**src/rtl/manchester_2_nrz_decoder_if.sv**
```systemverilog
// Line-side bundle of the Manchester decoder: serial input plus the recovered
// NRZ bit, its strobe and the lock/violation status.
interface manchester_2_nrz_decoder_if;
    logic M_in;
    logic B_out;
    logic B_valid;
    logic locked;
    logic code_err;

    modport master (output M_in, input B_out, B_valid, locked, code_err);
    modport slave  (input M_in, output B_out, B_valid, locked, code_err);
endinterface

```
**src/rtl/manchester_2_nrz_decoder.sv**
```systemverilog
// Manchester-to-NRZ decoder: synchronises the line, locks onto an alternating
// preamble, then decodes each bit from the direction of its mid-bit edge.
module manchester_2_nrz_decoder #(
    parameter int OSR        = 8,
    parameter int LOCK_EDGES = 4
) (
    input  logic                       clock,
    input  logic                       reset,
    manchester_2_nrz_decoder_if.slave  line
);
    localparam int CW = $clog2(2 * OSR);
    localparam int QW = $clog2(LOCK_EDGES + 1);

    localparam logic [CW-1:0] EARLY     = CW'(3 * OSR / 4);
    localparam logic [CW-1:0] LATE      = CW'(5 * OSR / 4);
    localparam logic [CW-1:0] CNT_MAX   = CW'(2 * OSR - 1);
    localparam logic [QW-1:0] QUAL_LOCK = QW'(LOCK_EDGES);

    localparam logic [0:0] HUNT  = 1'b0;
    localparam logic [0:0] TRACK = 1'b1;

    logic          s1, s2, s3;
    logic [CW-1:0] cnt;
    logic [QW-1:0] qual;
    logic          bnd;
    logic [0:0]    state;
    logic          b_out_r, b_valid_r, locked_r, code_err_r;

    logic          edge_det, fall, early, in_win;

    function automatic logic [CW-1:0] sat_inc(input logic [CW-1:0] v);
        return (v == CNT_MAX) ? CNT_MAX : v + CW'(1);
    endfunction

    // Stage boundary: s2/s3 are the synchronised line; edges are seen one clock after s2
    assign edge_det = s2 ^ s3;
    assign fall     = s3 & ~s2;
    assign early    = (cnt < EARLY);
    assign in_win   = (cnt >= EARLY) && (cnt <= LATE);

    always_ff @(posedge clock) begin
        if (reset) begin
            s1         <= 1'b0;
            s2         <= 1'b0;
            s3         <= 1'b0;
            cnt        <= '0;
            qual       <= '0;
            bnd        <= 1'b0;
            state      <= HUNT;
            b_out_r    <= 1'b0;
            b_valid_r  <= 1'b0;
            locked_r   <= 1'b0;
            code_err_r <= 1'b0;
        end else begin
            s1         <= line.M_in;
            s2         <= s1;
            s3         <= s2;
            b_valid_r  <= 1'b0;
            code_err_r <= 1'b0;
            cnt        <= sat_inc(cnt);

            if (state == HUNT) begin
                if (edge_det) begin
                    cnt <= CW'(1);
                    if (in_win) begin
                        qual <= qual + QW'(1);
                        // The edge that completes qualification only locks; it carries no bit
                        if (qual + QW'(1) == QUAL_LOCK) begin
                            state    <= TRACK;
                            locked_r <= 1'b1;
                            bnd      <= 1'b0;
                        end
                    end else begin
                        qual <= '0;
                    end
                end
            end else begin
                if (edge_det && in_win) begin
                    b_out_r   <= fall;
                    b_valid_r <= 1'b1;
                    cnt       <= CW'(1);
                    bnd       <= 1'b0;
                end else if (edge_det && early && !bnd) begin
                    bnd <= 1'b1;
                end else if (edge_det || (cnt == LATE)) begin
                    // Second early edge, or mid-bit edge missing by the end of the window
                    code_err_r <= 1'b1;
                    locked_r   <= 1'b0;
                    state      <= HUNT;
                    qual       <= '0;
                    cnt        <= '0;
                    b_valid_r  <= 1'b0;
                end
            end
        end
    end

    assign line.B_out    = b_out_r;
    assign line.B_valid  = b_valid_r;
    assign line.locked   = locked_r;
    assign line.code_err = code_err_r;

endmodule

```
**src/flat_wrapper.sv**
```systemverilog
// flat-port wrapper written by rule: the top's interface ports become plain ports
module manchester_2_nrz_decoder_flat 
#(
    parameter int OSR        = 8,
    parameter int LOCK_EDGES = 4
)
  (clock, reset, line_M_in, line_B_out, line_B_valid, line_locked, line_code_err);
  manchester_2_nrz_decoder_if line_i ();
  input  logic clock;
  input  logic reset;
  input wire logic [$bits(line_i.M_in)-1:0] line_M_in;
  output wire logic [$bits(line_i.B_out)-1:0] line_B_out;
  output wire logic [$bits(line_i.B_valid)-1:0] line_B_valid;
  output wire logic [$bits(line_i.locked)-1:0] line_locked;
  output wire logic [$bits(line_i.code_err)-1:0] line_code_err;
  assign line_i.M_in = line_M_in;
  assign line_B_out = line_i.B_out;
  assign line_B_valid = line_i.B_valid;
  assign line_locked = line_i.locked;
  assign line_code_err = line_i.code_err;
  manchester_2_nrz_decoder #(.OSR(OSR), .LOCK_EDGES(LOCK_EDGES)) u_core (.clock(clock), .reset(reset), .line(line_i));
endmodule
```
**config.mk**
```make
export PLATFORM = sky130hd
export DESIGN_NAME = manchester_2_nrz_decoder_flat
export DESIGN_NICKNAME = d
export VERILOG_FILES = /design/src/rtl/manchester_2_nrz_decoder_if.sv /design/src/rtl/manchester_2_nrz_decoder.sv /design/src/flat_wrapper.sv
export SDC_FILE = /design/constraint.sdc
export NUM_CORES = 1
export LEC_CHECK = 0
export BUFFER_PORTS_ARGS = -buffer_cell sky130_fd_sc_hd__clkbuf_2
export CORE_ASPECT_RATIO = 1.5
export CORE_UTILIZATION = 38
export CTS_BUF_LIST = sky130_fd_sc_hd__clkbuf_2
export CTS_CLUSTER_SIZE = 28
export DETAILED_ROUTE_END_ITERATION = 8
export PLACE_DENSITY = 0.64
export REMOVE_ABC_BUFFERS = 1
export SLEW_MARGIN = 20
export SYNTH_ARGS = -nofsm -noshare
export SYNTH_HDL_FRONTEND = slang
export SYNTH_SLANG_ARGS = --single-unit
```
**constraint.sdc**
```tcl
create_clock -name clock -period 1.55 [get_ports clock]
set_clock_uncertainty 0.1 [all_clocks]
set_input_delay 0.155 -clock clock [delete_from_list [all_inputs] [get_ports clock]]
set_output_delay 0.155 -clock clock [all_outputs]
set_load 0.005 [all_outputs]
```
==> results.json, run 1 <==
{
  "status": "finished, violations left",
  "violations": "setup timing",
  "rsz0062_at_grt": "true",
  "antenna_found_initial": 0,
  "p_int_w": 0.000537,
  "worst_ep_required_time_ns": 1.67,
  "synth_cell_types": 38,
  "first_pass_iters": 4,
  "sw_frac_of_total_pct": 27.3,
  "placed_area_sq_um": 935,
  "synth-edff-count": 0,
  "fmax_ghz": 0.631,
  "cts_tree": "yes",
  "numCtsBuffers": 3,
  "slew_headroom_pct": 74.8,
  "pwr-share-comb_pct": 15.8,
  "hold_path.startpoint": "reset",
  "synth_warnings": 0,
  "fp.dieW_um": 39.4,
  "cp_slowest_stage_delay_ns": 0.45,
  "startpoint_type": "flop",
  "antenna_cells": 0,
  "p_leak_nw": 0.394,
  "timing.final.crit_share_pct": 102,
  "synthArstFlopShare_pct": 0,
  "criticalPathCategory": "reg -> reg",
  "hpwl_um": 1280,
  "crit_arrival_ns": 1.70,
  "worstMarginPinSlew_ns": 0.369,
  "grt-ovfl-total": 0,
  "ant_nets": 0,
  "worstSetupEndpointType": "flop",
  "final.min_clock_period_ns": 1.58,
  "critPathLaunch": "u_core.cnt[1]",
  "routed-via-count": 709,
  "max-clock-path-buffers": 2,
  "drtIter0Drc": 18,
  "start_util_pct": 41.9,
  "path_cells": "buf_6, nand2_4, a2bb2oi_4, or4_4, mux2i_1",
  "worst-path-buf-inv": 1,
  "fin_area_sq_um": 1090,
  "synth_cells": 86,
  "core_sq_um": 1900,
  "crit_family": "simple AND/OR/NAND/NOR gates",
  "nNetsFinal": 114,
  "htree_levels": 1,
  "finalHoldWorstSlack_ns": 0.0950,
  "syn_area_sq_um": 797,
  "path_max_fanout": 6,
  "clkLatencyLatePin_ns": 0.28,
  "p_seq_share_pct": 59.1,
  "synth-main-ff-cell": "dfxtp_1",
  "fin_ws_ns": -0.0350,
  "synth_seq_cells": 16,
  "cts.sinks": 16,
  "clk_pin_slew_worst_paths_ns": 0.15,
  "place_ws_ns": -0.0646,
  "timing.rr.start": "u_core.cnt[1]",
  "rows": 19,
  "die_h_um": 58.1,
  "drive_gt1_share_pct": 45.7,
  "syn_avg_cell_area_sq_um": 9.27,
  "drc": 0,
  "grt_pass1_vias": 672,
  "wire_per_inst_um": 14.9,
  "grt_max_degree": 13,
  "drv_cap": 0,
  "p_clk_share_pct": 25.2,
  "track_usage_pct": 17.2,
  "ir_drop_uv": 505,
  "power.switching_w": 0.000202,
  "io_buffers": 6,
  "seq_area_frac_synth_pct": 40.2,
  "ios": 7,
  "cp_slowest_cell": "or4_4",
  "final_util_pct": 57.2,
  "grt_pass1_wl_um": 2750,
  "gp_congestion": 0.835,
  "hold_path_class": "in -> reg",
  "drv_slew": 0,
  "area_delta_synth_final_pct": 36.6,
  "die_area_sq_um": 2290,
  "hold_violations": 0,
  "drt-vias-per-instance": 5.63,
  "p_per_area_nw_per_um2": 678,
  "finalSetupViolCount": 1,
  "clock-root-buffer": "clkbuf_2",
  "totalWireLength_um": 1870
}
metal layers:
layer  GRT usage [%]  part of all wire [%]
met1            18.8                    38
met2            29.8                    57
met3            2.30                   3.3
met4            10.3                   1.0
met5               0                     0
path summary, 6_finish.rpt:
kind	endpoint	slack, ns	depth (start not counted)
min reg2reg	u_core.s2	0.37	1
max	u_core.qual[0]	-0.03	5
min	u_core.s2	0.09	2
max reg2reg	u_core.qual[0]	-0.03	5
cells in the mapped netlist (2+ instances only):
library cell	number	area [sq um]
ha_1	5	62.6
buf_2	2	10.0
nand2_1	3	11.3
nor3_1	2	10.0
o211ai_1	2	15.0
clkbuf_1	2	7.51
nand2b_1	2	12.5
a21oi_1	3	15.0
o22ai_1	2	12.5
dfxtp_1	16	320
a31oi_1	3	18.8
inv_1	11	41.3
nand3_1	2	10.0
nor2b_1	4	25.0
o21ai_0	2	10.0
nor2_1	3	11.3
final cells by class:
class                   count  area [sq um]
fillers                   182           813
multi-input cells          54           523
flip-flops and latches     16           325
repair buffers             20           154
inverters                  11          41.3
well taps                  21          26.3
clock buffers               3          15.0
clock inverters             1          3.75
registers in the layout, summed over array words and instances, names as in the netlist:
name                  count
u_core.cnt                4
u_core.qual               3
u_core.bnd                1
u_core.line.B_out         1
u_core.line.B_valid       1
u_core.line.code_err      1
u_core.line.locked        1
u_core.s1                 1
u_core.s2                 1
u_core.s3                 1
u_core.state              1
through the flow:
stage               setup TNS [ns]  std cells  power (W)
CTS                              0        126   0.000732
finish                     -0.0350        126   0.000738
global route                -0.299        126   0.000776
floorplan                  -0.0304         81   0.000488
detailed placement          -0.250        121   0.000529
global placement            -0.103        121   0.000527
power groups by stage:
stage                     clock network [W]   logic, W  registers [W]
after global routing               0.000211   0.000127       0.000438
after detailed placement                  0  0.0000874       0.000441
after floorplan                           0  0.0000418       0.000446
after CTS                          0.000196   0.000102       0.000435
after global placement                    0  0.0000864       0.000441
final                              0.000186   0.000116       0.000436
cells by family after synthesis:
family / share of synthesized area [%]
AOI/OAI and AO/OA: 22.8
adders and majority gates: 7.85
buffers and inverters: 8.79
DFF: 40.2
muxes: 1.26
and+or+nand+nor: 19.2
what timing repair did:
item / 4_1_cts / 5_1_grt
endpoints found under the setup margin: 12 / 10
gates resized for setup: 10 / 16
pin swaps: 1 / 4
hold buffers: 1 / 0
endpoints found under the hold margin: 1 / 0
buffers inserted: 0 / 0
cell usage in the layout (no fill, tap or decap), types with 3 or more instances in the layout:
cell      synthesis  layout
inv_1            11       8
a31oi_1           3       3
nor2_1            3       3
dfxtp_1          16      12
nor2b_1           4       4
dfxtp_2           0       4
ha_4              0       4
clkbuf_2          0       9
nand2_1           3       3
buf_4             0      11
inv_2             0       3
worst reg2reg max path, cell delays in order (launching register included):
cell	delay (ns)
dfxtp_2	0.39
buf_6	0.15
nand2_4	0.08
a2bb2oi_4	0.17
or4_4	0.45
mux2i_1	0.17
Power figures use the tool's default switching activity.
==> run 2: changes to the inputs <==
GPL_TIMING_DRIVEN = 0   (was not set)
==> results.json, run 2 (synthesized netlist as in run 1, its figures left out) <==
{
  "clkLatencyLatePin_ns": 0.27,
  "ios": 7,
  "fp.dieW_um": 39.4,
  "final.min_clock_period_ns": 1.59,
  "drv_cap": 0,
  "antenna_cells": 0,
  "final_util_pct": 53.1,
  "grt_max_degree": 13,
  "finalSetupViolCount": 2,
  "regArea_sq_um": 337,
  "start_util_pct": 41.9,
  "status": "finished, violations left",
  "drive_gt1_share_pct": 41.4,
  "timing.final.crit_share_pct": 103,
  "cts_tree": "yes",
  "drc": 0,
  "numCtsBuffers": 3,
  "p_per_area_nw_per_um2": 716,
  "largest_register_ffs": 4,
  "fin_area_sq_um": 1010,
  "dp.cells": 108,
  "die_h_um": 58.1,
  "crit_arrival_ns": 1.65,
  "track_usage_pct": 16.2,
  "antenna_found_initial": 0,
  "hold_path_class": "in -> reg",
  "area_delta_synth_final_pct": 26.7,
  "rsz0062_at_grt": "true",
  "r2r_cells": 6,
  "grt_pass1_vias": 661,
  "wire_per_inst_um": 13.7,
  "fmax_ghz": 0.629,
  "violations": "setup timing",
  "place_ws_ns": -0.183,
  "die_area_sq_um": 2290,
  "fin_ws_ns": -0.0400,
  "grt_pass1_wl_um": 2710,
  "core_sq_um": 1900,
  "max-clock-path-buffers": 2,
  "gp_congestion": 0.781,
  "hold_violations": 0,
  "top_regs": "u_core.cnt: 4 flops, u_core.qual: 3 flops",
  "worstSetupEndpointType": "flop",
  "io_buffers": 6,
  "grt-ovfl-total": 0,
  "totalWireLength_um": 1650,
  "path_max_fanout": 6,
  "drt-vias-per-instance": 5.70,
  "worstMarginPinSlew_ns": 0.470,
  "first_pass_iters": 4,
  "final-instance-count-excl-fill": 120,
  "placed_area_sq_um": 825,
  "multi_input_area_sq_um": 492,
  "routed-via-count": 684,
  "criticalPathCategory": "reg -> reg",
  "cts.sinks": 16,
  "clk_pin_slew_worst_paths_ns": 0.14,
  "worst_ep_required_time_ns": 1.61,
  "clock-root-buffer": "clkbuf_2",
  "slew_headroom_pct": 68.6,
  "drtIter0Drc": 16,
  "p_leak_nw": 0.366,
  "drv_slew": 0,
  "ir_drop_uv": 576,
  "nNetsFinal": 108,
  "hold_path_depth": 2,
  "final_cell_mix": "clkbuf_2 (9), dfxtp_1 (9), inv_1 (8)",
  "htree_levels": 1,
  "ant_nets": 0,
  "startpoint_type": "flop",
  "fillCellCount": 188,
  "hpwl_um": 1060,
  "rows": 19,
  "top_register": "u_core.cnt"
}
run 2: power breakdown:
part | internal, W | leakage (nW) | switching (W)
clock network | 0.0000561 | 0.0140 | 0.000120
registers | 0.000423 | 0.134 | 0.0000168
logic | 0.0000560 | 0.218 | 0.0000515
total | 0.000535 | 0.366 | 0.000188
run 2: critical path, stage by stage (launching register included):
cell	delay, ns
dfxtp_4	0.39
inv_4	0.06
ha_4	0.13
nand2b_4	0.13
a2bb2oi_4	0.08
a2111oi_1	0.49
nor3_1	0.10
run 2: repair_timing:
action                                  in CTS  in global routing
hold buffers                                 1                  0
endpoints found under the setup margin      13                 12
gates resized for setup                     12                 18
hold endpoints to repair                     1                  0
pin swaps                                    1                  7
setup buffers                                5                  2
run 2: area by class of cell:
| cell class | instances | area share [%] |
|---|---|---|
| multi-input combinational | 54 | 48.7 |
| sequential | 16 | 33.3 |
| timing repair buffer | 14 | 9.17 |
| inverter | 11 | 4.34 |
| tap | 21 | 2.60 |
| clock buffer | 3 | 1.49 |
| clock inverter | 1 | 0.372 |
run 2: final timing paths:
check,end,slack (ns),start
max,u_core.bnd,-0.04,u_core.cnt[0]
min,u_core.s2,0.09,reset
min reg2reg,u_core.s2,0.35,u_core.s1
max reg2reg,u_core.bnd,-0.04,u_core.cnt[0]
run 2: through the flow:
| stage | hold slack [ns] | total power, W | TNS (ns) |
|---|---|---|---|
| 2_1_floorplan | 0.124 | 0.000488 | -0.0304 |
| 3_3_place_gp | 0.262 | 0.000507 | -1.53 |
| 3_5_place_dp | 0.276 | 0.000509 | -1.70 |
| 4_1_cts | 0.0901 | 0.000718 | 0 |
| 5_1_grt | 0.0810 | 0.000771 | -0.361 |
| 6_report | 0.0877 | 0.000723 | -0.0583 |
run 2: metal layers:
layer  wire length (um)  up-vias  share of wire, %  global-route usage (%)
met4                 10        0              0.61                    7.39
met3                 42        2               2.6                    2.30
met5                  0        -                 0                       0
met1                681      334                41                    19.0
met2                912       11                55                    27.9
li1                   -      337                 -                       -
